<file path="config.mk">
export PLATFORM = sky130hd
export DESIGN_NAME = sram_pattern_gen_flat
export DESIGN_NICKNAME = d
export VERILOG_FILES = /design/src/rtl/sram_pattern_gen_if.sv /design/src/rtl/sram_pattern_gen.sv /design/src/flat_wrapper.sv
export SDC_FILE = /design/constraint.sdc
export NUM_CORES = 1
export LEC_CHECK = 0
export ABC_AREA = 1
export BUFFER_PORTS_ARGS = -buffer_cell sky130_fd_sc_hd__buf_4
export CAP_MARGIN = 20
export CELL_PAD_IN_SITES_DETAIL_PLACEMENT = 1
export CELL_PAD_IN_SITES_GLOBAL_PLACEMENT = 2
export CORE_MARGIN = 2
export CORE_UTILIZATION = 32
export DETAILED_ROUTE_END_ITERATION = 10
export GPL_ROUTABILITY_DRIVEN = 0
export GPL_TIMING_DRIVEN = 0
export PLACE_DENSITY = 0.77
export SYNTH_ARGS = -nofsm -noshare
export SYNTH_HDL_FRONTEND = slang
export SYNTH_SLANG_ARGS = --single-unit
</file>
<file path="constraint.sdc">
create_clock -name clk -period 2.39 [get_ports clk]
set_input_delay 0.239 -clock clk [delete_from_list [all_inputs] [get_ports clk]]
set_output_delay 0.239 -clock clk [all_outputs]
set_load 0.005 [all_outputs]
</file>
<file path="src/rtl/sram_pattern_gen_if.sv">
`default_nettype none
// ============================================================================
//  Module   : sram_pattern_gen_if
//  Purpose  : Bundles the control, pattern and compare-result signals that
//             pass between the pattern generator and the SRAM test harness.
//  Revision : 1.0  initial release
// ============================================================================
interface sram_pattern_gen_if #(
  parameter int ADDR_W = 8,
  parameter int DATA_W = 32
);
  logic              start_i;
  logic [1:0]        mode_i;
  logic              r_i;
  logic [DATA_W-1:0] d_o;
  logic [ADDR_W-1:0] addr_o;
  logic              cs_o;
  logic              we_o;
  logic              rd_o;
  logic              busy_o;
  logic              done_o;
  logic [ADDR_W:0]   err_cnt_o;
  logic              fail_o;

  // Harness / testbench side: drives requests and compare results.
  modport master (
    output start_i, mode_i, r_i,
    input  d_o, addr_o, cs_o, we_o, rd_o, busy_o, done_o, err_cnt_o, fail_o
  );

  // Generator side.
  modport slave (
    input  start_i, mode_i, r_i,
    output d_o, addr_o, cs_o, we_o, rd_o, busy_o, done_o, err_cnt_o, fail_o
  );
endinterface
`default_nettype wire

</file>
<file path="src/rtl/sram_pattern_gen.sv">
`default_nettype none
// ============================================================================
//  Module   : sram_pattern_gen
//  Purpose  : Writes a selectable pattern over the whole SRAM, reads it back
//             with the same pattern on d_o, and counts comparator mismatches
//             arriving CMP_LAT cycles after each read.
//  Revision : 1.0  initial release
// ============================================================================
module sram_pattern_gen #(
  parameter int          ADDR_W  = 8,
  parameter int          DATA_W  = 32,
  parameter int          CMP_LAT = 2,
  parameter logic [31:0] SEED    = 32'hA5A5_0001
) (
  input  wire              clk,
  input  wire              rst,
  sram_pattern_gen_if.slave bus
);

  localparam logic [2:0] S_IDLE  = 3'd0;
  localparam logic [2:0] S_WRITE = 3'd1;
  localparam logic [2:0] S_GAP   = 3'd2;
  localparam logic [2:0] S_READ  = 3'd3;
  localparam logic [2:0] S_DRAIN = 3'd4;
  localparam logic [2:0] S_DONE  = 3'd5;

  localparam logic [31:0]   LFSR_MASK = 32'h8020_0003;
  localparam logic [ADDR_W:0] ERR_MAX = {1'b1, {ADDR_W{1'b0}}};

  logic [2:0]         state_q, state_d;
  logic [ADDR_W-1:0]  addr_q, addr_d;
  logic [31:0]        lfsr_q, lfsr_d;
  logic [1:0]         mode_q, mode_d;
  logic [2:0]         cnt_q, cnt_d;
  logic [CMP_LAT-1:0] win_q, win_d;
  logic [ADDR_W:0]    err_q, err_d;
  logic               fail_q, fail_d;
  logic [DATA_W-1:0]  dout_q, dout_d;
  logic               we_q, we_d, rd_q, rd_d, cs_q, cs_d;
  logic               busy_q, busy_d, done_q, done_d;

  logic addr_last;
  logic drain_last;

  assign addr_last  = &addr_q;
  assign drain_last = (cnt_q == 3'(CMP_LAT - 1));

  // Galois LFSR, shift right; feedback taps applied when the bit shifted out is 1.
  function automatic logic [31:0] lfsr_step(input logic [31:0] s);
    logic [31:0] n;
    n = s >> 1;
    if (s[0]) n = n ^ LFSR_MASK;
    return n;
  endfunction

  // Data word for a given mode, address and LFSR state.
  function automatic logic [DATA_W-1:0] pattern(input logic [1:0] m,
                                                input logic [ADDR_W-1:0] a,
                                                input logic [31:0] l);
    logic [DATA_W-1:0] p;
    case (m)
      2'b00: p = DATA_W'(a);
      2'b01: begin
        // Even address: ...1010 (bit i = i[0]); odd address: ...0101.
        for (int i = 0; i < DATA_W; i++) p[i] = a[0] ? ~i[0] : i[0];
      end
      2'b10: p = DATA_W'(l);
      default: p = '1;
    endcase
    return p;
  endfunction

  // State register.
  always_ff @(posedge clk) begin
    if (rst) state_q <= S_IDLE;
    else     state_q <= state_d;
  end

  // Next-state logic: fixed-length WRITE / GAP / READ / DRAIN walk.
  always_comb begin
    state_d = state_q;
    case (state_q)
      S_IDLE:  if (bus.start_i) state_d = S_WRITE;
      S_WRITE: if (addr_last)   state_d = S_GAP;
      S_GAP:                    state_d = S_READ;
      S_READ:  if (addr_last)   state_d = S_DRAIN;
      S_DRAIN: if (drain_last)  state_d = S_DONE;
      S_DONE:                   state_d = S_IDLE;
      default:                  state_d = S_IDLE;
    endcase
  end

  // Output / datapath next values; outputs are decoded from the next state so
  // they line up with the state register once flopped.
  always_comb begin
    addr_d = addr_q;
    lfsr_d = lfsr_q;
    mode_d = mode_q;
    cnt_d  = 3'd0;
    err_d  = err_q;
    fail_d = fail_q;

    // The oldest bit of the window marks the cycle a read result is valid.
    if (win_q[CMP_LAT-1] && bus.r_i && (err_q != ERR_MAX)) begin
      err_d  = err_q + (ADDR_W+1)'(1);
      fail_d = 1'b1;
    end

    case (state_q)
      S_IDLE: begin
        if (bus.start_i) begin
          mode_d = bus.mode_i;
          addr_d = '0;
          lfsr_d = SEED;
          err_d  = '0;
          fail_d = 1'b0;
        end
      end
      S_WRITE, S_READ: begin
        if (addr_last) begin
          addr_d = '0;
          lfsr_d = SEED;
        end else begin
          addr_d = addr_q + ADDR_W'(1);
          lfsr_d = lfsr_step(lfsr_q);
        end
      end
      S_GAP: begin
        addr_d = '0;
        lfsr_d = SEED;
      end
      S_DRAIN: cnt_d = cnt_q + 3'd1;
      default: ;
    endcase

    win_d    = win_q << 1;
    win_d[0] = rd_q;

    we_d   = (state_d == S_WRITE);
    rd_d   = (state_d == S_READ);
    busy_d = (state_d == S_WRITE) || (state_d == S_GAP) ||
             (state_d == S_READ)  || (state_d == S_DRAIN);
    cs_d   = busy_d;
    done_d = (state_d == S_DONE);
    dout_d = (we_d || rd_d) ? pattern(mode_d, addr_d, lfsr_d) : '0;
  end

  // Datapath and registered outputs.
  always_ff @(posedge clk) begin
    if (rst) begin
      addr_q <= '0;
      lfsr_q <= SEED;
      mode_q <= 2'b00;
      cnt_q  <= 3'd0;
      win_q  <= '0;
      err_q  <= '0;
      fail_q <= 1'b0;
      dout_q <= '0;
      we_q   <= 1'b0;
      rd_q   <= 1'b0;
      cs_q   <= 1'b0;
      busy_q <= 1'b0;
      done_q <= 1'b0;
    end else begin
      addr_q <= addr_d;
      lfsr_q <= lfsr_d;
      mode_q <= mode_d;
      cnt_q  <= cnt_d;
      win_q  <= win_d;
      err_q  <= err_d;
      fail_q <= fail_d;
      dout_q <= dout_d;
      we_q   <= we_d;
      rd_q   <= rd_d;
      cs_q   <= cs_d;
      busy_q <= busy_d;
      done_q <= done_d;
    end
  end

  assign bus.d_o       = dout_q;
  assign bus.addr_o    = addr_q;
  assign bus.cs_o      = cs_q;
  assign bus.we_o      = we_q;
  assign bus.rd_o      = rd_q;
  assign bus.busy_o    = busy_q;
  assign bus.done_o    = done_q;
  assign bus.err_cnt_o = err_q;
  assign bus.fail_o    = fail_q;

endmodule
`default_nettype wire
</file>
<file path="src/flat_wrapper.sv">
// flat-port wrapper written by rule: the top's interface ports become plain ports
module sram_pattern_gen_flat 
#(
  parameter int          ADDR_W  = 8,
  parameter int          DATA_W  = 32,
  parameter int          CMP_LAT = 2,
  parameter logic [31:0] SEED    = 32'hA5A5_0001
)
  (clk, rst, bus_start_i, bus_mode_i, bus_r_i, bus_d_o, bus_addr_o, bus_cs_o, bus_we_o, bus_rd_o, bus_busy_o, bus_done_o, bus_err_cnt_o, bus_fail_o);
  sram_pattern_gen_if #(.ADDR_W(ADDR_W), .DATA_W(DATA_W)) bus_i ();
  input  wire clk;
  input  wire rst;
  input wire logic [$bits(bus_i.start_i)-1:0] bus_start_i;
  input wire logic [$bits(bus_i.mode_i)-1:0] bus_mode_i;
  input wire logic [$bits(bus_i.r_i)-1:0] bus_r_i;
  output wire logic [$bits(bus_i.d_o)-1:0] bus_d_o;
  output wire logic [$bits(bus_i.addr_o)-1:0] bus_addr_o;
  output wire logic [$bits(bus_i.cs_o)-1:0] bus_cs_o;
  output wire logic [$bits(bus_i.we_o)-1:0] bus_we_o;
  output wire logic [$bits(bus_i.rd_o)-1:0] bus_rd_o;
  output wire logic [$bits(bus_i.busy_o)-1:0] bus_busy_o;
  output wire logic [$bits(bus_i.done_o)-1:0] bus_done_o;
  output wire logic [$bits(bus_i.err_cnt_o)-1:0] bus_err_cnt_o;
  output wire logic [$bits(bus_i.fail_o)-1:0] bus_fail_o;
  assign bus_i.start_i = bus_start_i;
  assign bus_i.mode_i = bus_mode_i;
  assign bus_i.r_i = bus_r_i;
  assign bus_d_o = bus_i.d_o;
  assign bus_addr_o = bus_i.addr_o;
  assign bus_cs_o = bus_i.cs_o;
  assign bus_we_o = bus_i.we_o;
  assign bus_rd_o = bus_i.rd_o;
  assign bus_busy_o = bus_i.busy_o;
  assign bus_done_o = bus_i.done_o;
  assign bus_err_cnt_o = bus_i.err_cnt_o;
  assign bus_fail_o = bus_i.fail_o;
  sram_pattern_gen #(.ADDR_W(ADDR_W), .DATA_W(DATA_W), .CMP_LAT(CMP_LAT), .SEED(SEED)) u_core (.clk(clk), .rst(rst), .bus(bus_i));
endmodule
</file>
## After elaboration in Yosys (flattened, before gate mapping)

Index checks and enable logic that the tools add are counted.

- Bits in registers: 96
- Input port bits: 6
- Output and inout bits: 55
- Word-level logic and storage cells: 67

- Add/subtract/negate cells: 3
- Equality and inequality tests: 13
- Mux-type cells: 23
- Bitwise logic cells: 3
- Reduce and logical (&&, ||, !) cells: 12

Operator list:

| operator | number |
|---|---|
| one-hot mux 32 bit (3 select lines) | 2 |
| two-way mux 32 bit | 3 |
| two-way mux 9 bit | 3 |
| one-hot mux 8 bit (3 select lines) | 1 |
| two-way mux 8 bit | 2 |
| one-hot mux 3 bit (5 select lines) | 1 |
| equality test 3 x 2 -> 1 bit, second input constant | 4 |
| two-way mux 3 bit | 4 |
| adder 9 x 1 -> 9 bit, second input constant | 1 |
| equality test 3 x 1 -> 1 bit, second input constant | 3 |
| equality test 3 bit, second input constant | 3 |
| inequality test 9 bit, second input constant | 1 |
| adder 8 x 1 -> 8 bit, second input constant | 1 |
| AND reduction 8 bit | 1 |
| OR reduction 2 bit | 3 |
| two-way mux 1 bit | 5 |
| logical OR 1 bit | 4 |
| two-way mux 2 bit | 2 |
| inverter 3 -> 4 bit | 1 |
| adder 3 x 1 -> 3 bit, second input constant | 1 |
| zero test 3 bit | 1 |
| equality test 2 x 1 -> 1 bit, second input constant | 1 |
| equality test 2 bit, second input constant | 1 |
| logical AND 1 bit | 2 |
| 2 further kinds | 3 |

## Longest topological paths before layout

Gate-level depths: netlist of the first run.

- Depth in word-level cells: 7
- Gate-level depth with buffers: 12
- Depth with buffers taken out: 12

## Worst setup path before layout of the first run

No wires, ideal clock.

- Path type: reg2reg
- Start: reg u_core.addr_q[0], in the netlist u_core.bus.addr_o[0]
- End: reg u_core.dout_q[0], in the netlist u_core.bus.d_o[0]
- Setup time: 0.113 ns
- Data arrival time: 1.580 ns
- Data required time: 2.277 ns
- Path slack: 0.696 ns
- Cell stages (with the launch flop): 10
- Path buffers: 1
- Period minus slack after synthesis: 1.694 ns
- Path through: dfxtp_1 > ha_1 > nand2_1 > nor2_1 > nand2_2 > o21ai_0 > inv_1 > nand2_4 > buf_4 > nor2_1

- Cells in the longest elaborated chain, start to end: 7
- Elaborated cells on any way between the ends: 17
- Classes of those cells: add/sub: 1; eq/ne: 2; mux: 10; bitwise: 1; reduce/logical: 3

Ends and longest elaborated chain:

| item | line | text |
|---|---|---|
| from (decl) | sram_pattern_gen.sv:31 | `logic [ADDR_W-1:0] addr_q, addr_d;` |
| from (signal assigned) | sram_pattern_gen.sv:165 | `addr_q <= addr_d;` |
| branches (longest 7 deep; another with adder 8 x 1 -> 8 bit) | n/a |  |
| to (signal assigned) | sram_pattern_gen.sv:172 | `dout_q <= dout_d;` |
| to (decl) | sram_pattern_gen.sv:38 | `logic [DATA_W-1:0] dout_q, dout_d;` |

Parallel ways; which one is timed is not known.
A chain may end at the register's enable or synchronous reset.

## Worst setup path in the final report of the first run

- Start: reg u_core.addr_q[0], in the netlist u_core.bus.addr_o[0]
- End: reg u_core.dout_q[22], in the netlist u_core.bus.d_o[22]

The elaborated chain is that of the path after synthesis.

==> run metrics, run 1 <==
slowest cell on the critical path dfxtp_1; top-area cell type share of the netlist area 47.3%; sequential area share after synthesis 47.3%; FF+latch area 0.00192 sq mm; Via density 4.61; DR pass1 iterations 4; DR iter-0 viols 151; FILL cells 1,628; Worst Path Max Fanout 10; max incr delay on CP 0.41 ns; startpoint types flop; largest net degree at the start of global routing 15; port bufs 60; Slew Viols, Final 0; Worst-Skew Late Latency 0.35 ns; IO Pins 61; HP Class primary input to flop; grt ovf 0; Least-Margin Pin Slew 0.645 ns; area of the multi-input gates 0.00172 sq mm; CP Capture Type flop; post-CTS setup buffer count 0; setup TNS 0 ns; WP data required 2.60 ns; hold_buf cts 0; ANT cells 0; Netlist Area Pre-Place 0.00406 sq mm; Root Buffer clkbuf_16; vias in the first global route 3,734; LEAKAGE 0.00220 uW; via count 3,692; FP Rows 41; Yosys reg bits 96; number of cells in the finished layout apart from fillers 801; Tcrit/Tclk final 90.2%; CTS sink cnt 96; Syn-to-layout area delta 23.5%; RSZ-0062 raised after global routing no; clock transition at the registers of the reported paths 0.06 ns; post-cts resize count 0; post-synth top area cell dfxtp_1; cell area power density 710 mW/mm^2; post-DP HPWL 8420 um; peak supply drop 0.000331 V; clock skew 0.00807 ns; min Tclk post-route 2.16 ns; relative slew slack 57.0%; CP Class flop to flop; cts bufs inserted 9; layout cells sized above 1 18.8%; Remaining DRCs 0; Final Setup Violations 0; initial antenna violation count 0; syn avg cell area 7.33 sq um; synth top area cells dfxtp_1 (47%), nand2_1 (12%), inv_1 (7.4%); Achievable Freq 464 MHz; WL/cell 14.5 um; synthesized net count 565; Hold Fails Final Rpt 0; Die W 117 um; Arrival @ worst endpoint 2.37 ns; status completed; Die Span Y 117 um; post-placement cell count 786; H-tree levels 3; fin nets 636; CTS Buffer Depth 2; Cell variety after synth 31; first-pass GRT wire length 18,800 um; antenna-violating nets left 0; core footprint 0.0125 sq mm; CTS tree built; WL final 11,600 um; total global routing track utilization 18.2%; Max Cap Viol 0; Mapped Cells 554; Die ar. 0.0136 sq mm; crit-path cells ha_1, nand2_1, nor2_2, nand2_2, nand3_1, nand3_1, nand2_2, buf_2, a21oi_1; initial core utilization 32.4%; number of synthesis warnings 0
layout by cell type, fill, tap and decap left out, types with 7 or more instances in the layout:
cell type / instances
o22ai_1: 17
a21oi_1: 49
or2_2: 7
o21ai_0: 17
nand2_1: 129
dfxtp_1: 96
buf_4: 62
nor2_1: 69
clkbuf_1: 9
inv_1: 80
nand3_1: 16
a21oi_2: 10
clkbuf_16: 9
worst max-delay path, delay by kind of cell (launching register included):
kind                       cells  cell delay (ns)
DFF                            1             0.41
adders and majority gates      1             0.19
AOI/OAI and AO/OA              1             0.15
and+or+nand+nor                6             0.95
buffers and inverters          1             0.29
synthesized netlist by cell type:
master / count
buf_4: 2
nand3b_1: 1
a21oi_2: 10
or2_2: 7
ha_1: 5
nor2_4: 2
nand2_2: 6
nor2_2: 2
o21ai_1: 1
nor3_1: 6
buf_6: 3
nand2_1: 129
buf_1: 1
o21ai_0: 18
inv_2: 4
clkbuf_1: 8
dfxtp_1: 96
or2_1: 1
buf_2: 4
xnor2_1: 2
inv_1: 80
a211oi_1: 2
o22ai_1: 17
nand4_1: 2
nand3_1: 16
xor2_1: 6
nor2_1: 70
o211ai_1: 1
a21oi_1: 49
nand2_4: 2
o21ai_2: 1
final timing paths:
check                                           from            endpoint  slack, ns  depth (start not counted)
worst min-delay path                             rst   u_core.lfsr_q[21]       0.22                          3
worst min register to register       u_core.win_q[0]     u_core.win_q[1]       0.41                          2
worst max register to register  u_core.bus.addr_o[0]  u_core.bus.d_o[22]       0.23                          9
worst max-delay path            u_core.bus.addr_o[0]  u_core.bus.d_o[22]       0.23                          9
cells by family (layout without fill, tap and decap cells):
kind of cell             Yosys count  count (layout)  synth area share [%]
AND/OR/NAND/NOR                  244             244                  25.2
XOR/XNOR                           8               8                  1.73
AO/OA/AOI/OAI                     99              99                  13.9
buffers and inverters            102             177                  10.3
adder cells (fa/ha/maj)            5               5                  1.54
flip-flops                        96              96                  47.3
final cells by class:
| cell class | instances | share of cell area [%] |
|---|---|---|
| flip-flops and latches | 96 | 38.3 |
| multi-input cells | 356 | 34.3 |
| repair buffers | 60 | 8.98 |
| inverters | 84 | 6.29 |
| clock buffers | 11 | 4.84 |
| well taps | 172 | 4.29 |
| plain buffers | 18 | 2.05 |
| clock inverters | 4 | 0.898 |
power by group:
part,total [uW],internal (uW),switching [uW]
Sequential,1690,1670,27.0
Clock,1440,829,610
Combinational,430,153,278
flip-flops by register name, summed over array words and instances (netlist names):
signal / count
u_core.bus.fail_o: 1
u_core.bus.cs_o: 1
u_core.mode_q: 2
u_core.bus.addr_o: 8
u_core.cnt_q: 3
u_core.bus.d_o: 32
u_core.bus.we_o: 1
u_core.state_q: 3
u_core.lfsr_q: 32
u_core.bus.done_o: 1
u_core.win_q: 2
u_core.bus.err_cnt_o: 9
u_core.bus.rd_o: 1
stage by stage:
| step | util (%) | hold WS, ns | setup slack, ns | total power [uW] | area, sq um |
|---|---|---|---|---|---|
| floorplan | - | 0.379 | 0.696 | 1990 | 4060 |
| CTS | 40.1 | 0.217 | 0.117 | 3620 | 5010 |
| finish | 40.1 | 0.218 | 0.235 | 3560 | 5020 |
| global route | 40.1 | 0.214 | 0.0313 | 3750 | 5020 |
| detailed placement | 37.8 | 0.403 | 0.134 | 2160 | 4730 |
| global placement | 37.8 | 0.402 | 0.159 | 2160 | 4730 |
per-layer routing:
layer  GRT usage (%)  routed length, um  up-vias
li1                -                  -     1871
met1            24.4               5720     1760
met2            29.6               5320       49
met3            3.11                376       12
met4            6.35                155        0
met5               0                  0        -
Power figures use the tool's default switching activity.
==> run 2, diff against run 1 <==
--- a/config.mk
+++ b/config.mk
@@ -10,6 +10,7 @@
 export CAP_MARGIN = 20
 export CELL_PAD_IN_SITES_DETAIL_PLACEMENT = 1
 export CELL_PAD_IN_SITES_GLOBAL_PLACEMENT = 2
+export CORE_ASPECT_RATIO = 1.2
 export CORE_MARGIN = 2
 export CORE_UTILIZATION = 32
 export DETAILED_ROUTE_END_ITERATION = 10
==> run 2 against run 1 <==
Net effect: maximum frequency is 1.0% higher; cell count is 0.87% lower; critical path depth is 2 higher; global-route usage is 0.60 points lower; clock skew is 0.0030 ns higher; die area hardly changed; clock-buffer cell count stayed put; combinational power is 0.9% lower; power is 4.0% higher; critical path type unchanged; critical endpoint is now u_core.bus.d_o[7]; highest routed layer unchanged.
==> run metrics, run 2 (synthesis gave the netlist of run 1 again) <==
FILL cells 1,595 (was 1,628); initial antenna violation count 0 (unchanged); commonest non-fill, non-tap cell in the layout nand2_1 (unchanged); CP Capture Type flop (unchanged); switching share of power 24.7% (was 25.7%); total global routing track utilization 17.6% (was 18.2%); CP Class flop to flop (unchanged); DR iter-0 viols 88 (was 151); LEAKAGE 0.00222 uW (was 0.00220 uW); fin nets 636 (unchanged); clock transition at the registers of the reported paths 0.07 ns (was 0.06 ns); cts bufs inserted 9 (unchanged); Arrival @ worst endpoint 2.36 ns (was 2.37 ns); Final Core Density 40.4% (was 40.1%); post-DP HPWL 8530 um (was 8420 um); Worst Path Max Fanout 10 (unchanged); CTS tree built (unchanged); port bufs 60 (unchanged); WL final 11,400 um (was 11,600 um); Die Span Y 127 um (was 117 um); Remaining DRCs 0 (unchanged); post-placement cell count 778 (was 786); area of the multi-input gates 0.00172 sq mm (unchanged); WL/cell 14.3 um (was 14.5 um); antenna-violating nets left 0 (unchanged); Setup WS post-layout 0.257 ns (was 0.235 ns); clock skew 0.0111 ns (was 0.00807 ns); vias in the first global route 3,803 (was 3,734); HP Class primary input to flop (unchanged); H-tree levels 3 (unchanged); peak supply drop 0.000336 V (was 0.000331 V); initial core utilization 32.5% (was 32.4%); CTS Buffer Depth 2 (unchanged); Via density 4.63 (was 4.61); status completed (unchanged); Int Pwr 2790 uW (was 2650 uW); number of cells in the finished layout apart from fillers 794 (was 801); RSZ-0062 raised after global routing no (unchanged); ANT cells 0 (unchanged); FF+latch area 0.00192 sq mm (unchanged); Final Setup Violations 0 (unchanged); cell area power density 734 mW/mm^2 (was 710 mW/mm^2); Logic pwr share 11.5% (was 12.1%); Reg power frac 45.7% (was 47.5%); Achievable Freq 469 MHz (was 464 MHz); CTS sink cnt 96 (unchanged); DP Worst Slack 0.105 ns (was 0.134 ns); setup TNS 0 ns (unchanged); Least-Margin Pin Slew 0.659 ns (was 0.645 ns); Max Cap Viol 0 (unchanged); Slew Viols, Final 0 (unchanged); most frequent cells in the layout nand2_1 (129), dfxtp_1 (96), inv_1 (80) (unchanged); Die ar. 0.0136 sq mm (about the same); layout cells sized above 1 19.0% (was 18.8%); Tcrit/Tclk final 89.3% (was 90.2%); startpoint types flop (unchanged); via count 3,680 (was 3,692); IO Pins 61 (unchanged); relative slew slack 56.0% (was 57.0%); Die W 107 um (was 117 um); DR pass1 iterations 4 (unchanged); Root Buffer clkbuf_16 (unchanged); Switch Pwr 916 uW (was 915 uW); core footprint 0.0125 sq mm (about the same); Syn-to-layout area delta 24.4% (was 23.5%); first-pass GRT wire length 18,700 um (was 18,800 um); min Tclk post-route 2.13 ns (was 2.16 ns); FP Rows 45 (was 41); clock power share 42.8% (was 40.4%); grt ovf 0 (unchanged); Hold Fails Final Rpt 0 (unchanged); Worst-Skew Late Latency 0.34 ns (was 0.35 ns); Hold Path Depth 3 (unchanged); largest net degree at the start of global routing 16 (was 15); WP data required 2.62 ns (was 2.60 ns); R2R cell count 11 (was 9); hold_buf cts 0 (unchanged)
[run 2: metal layers]
| layer | global-route usage [%] | part of all wire [%] | vias to the layer above |
|---|---|---|---|
| met5 | 0 | 0 | - |
| met4 | 5.12 | 1.1 | 0 |
| met3 | 2.91 | 2.9 | 12 |
| met2 | 31.0 | 51 | 47 |
| met1 | 22.0 | 45 | 1750 |
| li1 | - | - | 1871 |
[run 2: cell type report]
| cell class | instances | area share (%) |
|---|---|---|
| Sequential cell | 96 | 38.1 |
| Clock inverter | 5 | 1.56 |
| Buffer | 18 | 2.03 |
| Clock buffer | 11 | 5.00 |
| Timing Repair Buffer | 60 | 8.92 |
| Tap cell | 164 | 4.06 |
| Multi-Input combinational cell | 356 | 34.1 |
| Inverter | 84 | 6.24 |
[run 2: final timing paths]
kind                                      startpoint                 to  slack, ns
worst max-delay path            u_core.bus.addr_o[0]  u_core.bus.d_o[7]       0.26
worst min-delay path                             rst  u_core.lfsr_q[21]       0.22
worst max register to register  u_core.bus.addr_o[0]  u_core.bus.d_o[7]       0.26
worst min register to register       u_core.win_q[0]    u_core.win_q[1]       0.42
[run 2: stage by stage]
step | total power (uW) | hold WS [ns] | cell area (sq um)
finish | 3710 | 0.222 | 5050
global route | 3870 | 0.241 | 5050
CTS | 3770 | 0.217 | 5050
detailed placement | 2160 | 0.403 | 4720
global placement | 2160 | 0.392 | 4720
floorplan | 1990 | 0.379 | 4060
[run 2: timing repair]
action / CTS / global route
setup endpoints to repair: 0 / 1
gates resized for setup: 0 / 1
setup buffers: 0 / 0
[run 2: power groups by stage]
stage / combinational (uW) / clock (uW) / sequential (uW)
2_1_floorplan: 257 / 0 / 1730
3_3_place_gp: 429 / 0 / 1730
5_1_grt: 483 / 1690 / 1700
3_5_place_dp: 435 / 0 / 1730
4_1_cts: 437 / 1640 / 1690
6_report: 426 / 1590 / 1690
[run 2: critical path: stages (launching register included)]
cell and delay (ns):
dfxtp_1 0.43, ha_1 0.20, nand2_1 0.12, nor2_2 0.24
nand2_2 0.18, nand2_4 0.18, nand4_1 0.13, nand2_1 0.12
inv_2 0.06, nand2_4 0.09, buf_4 0.20, nor2_1 0.08
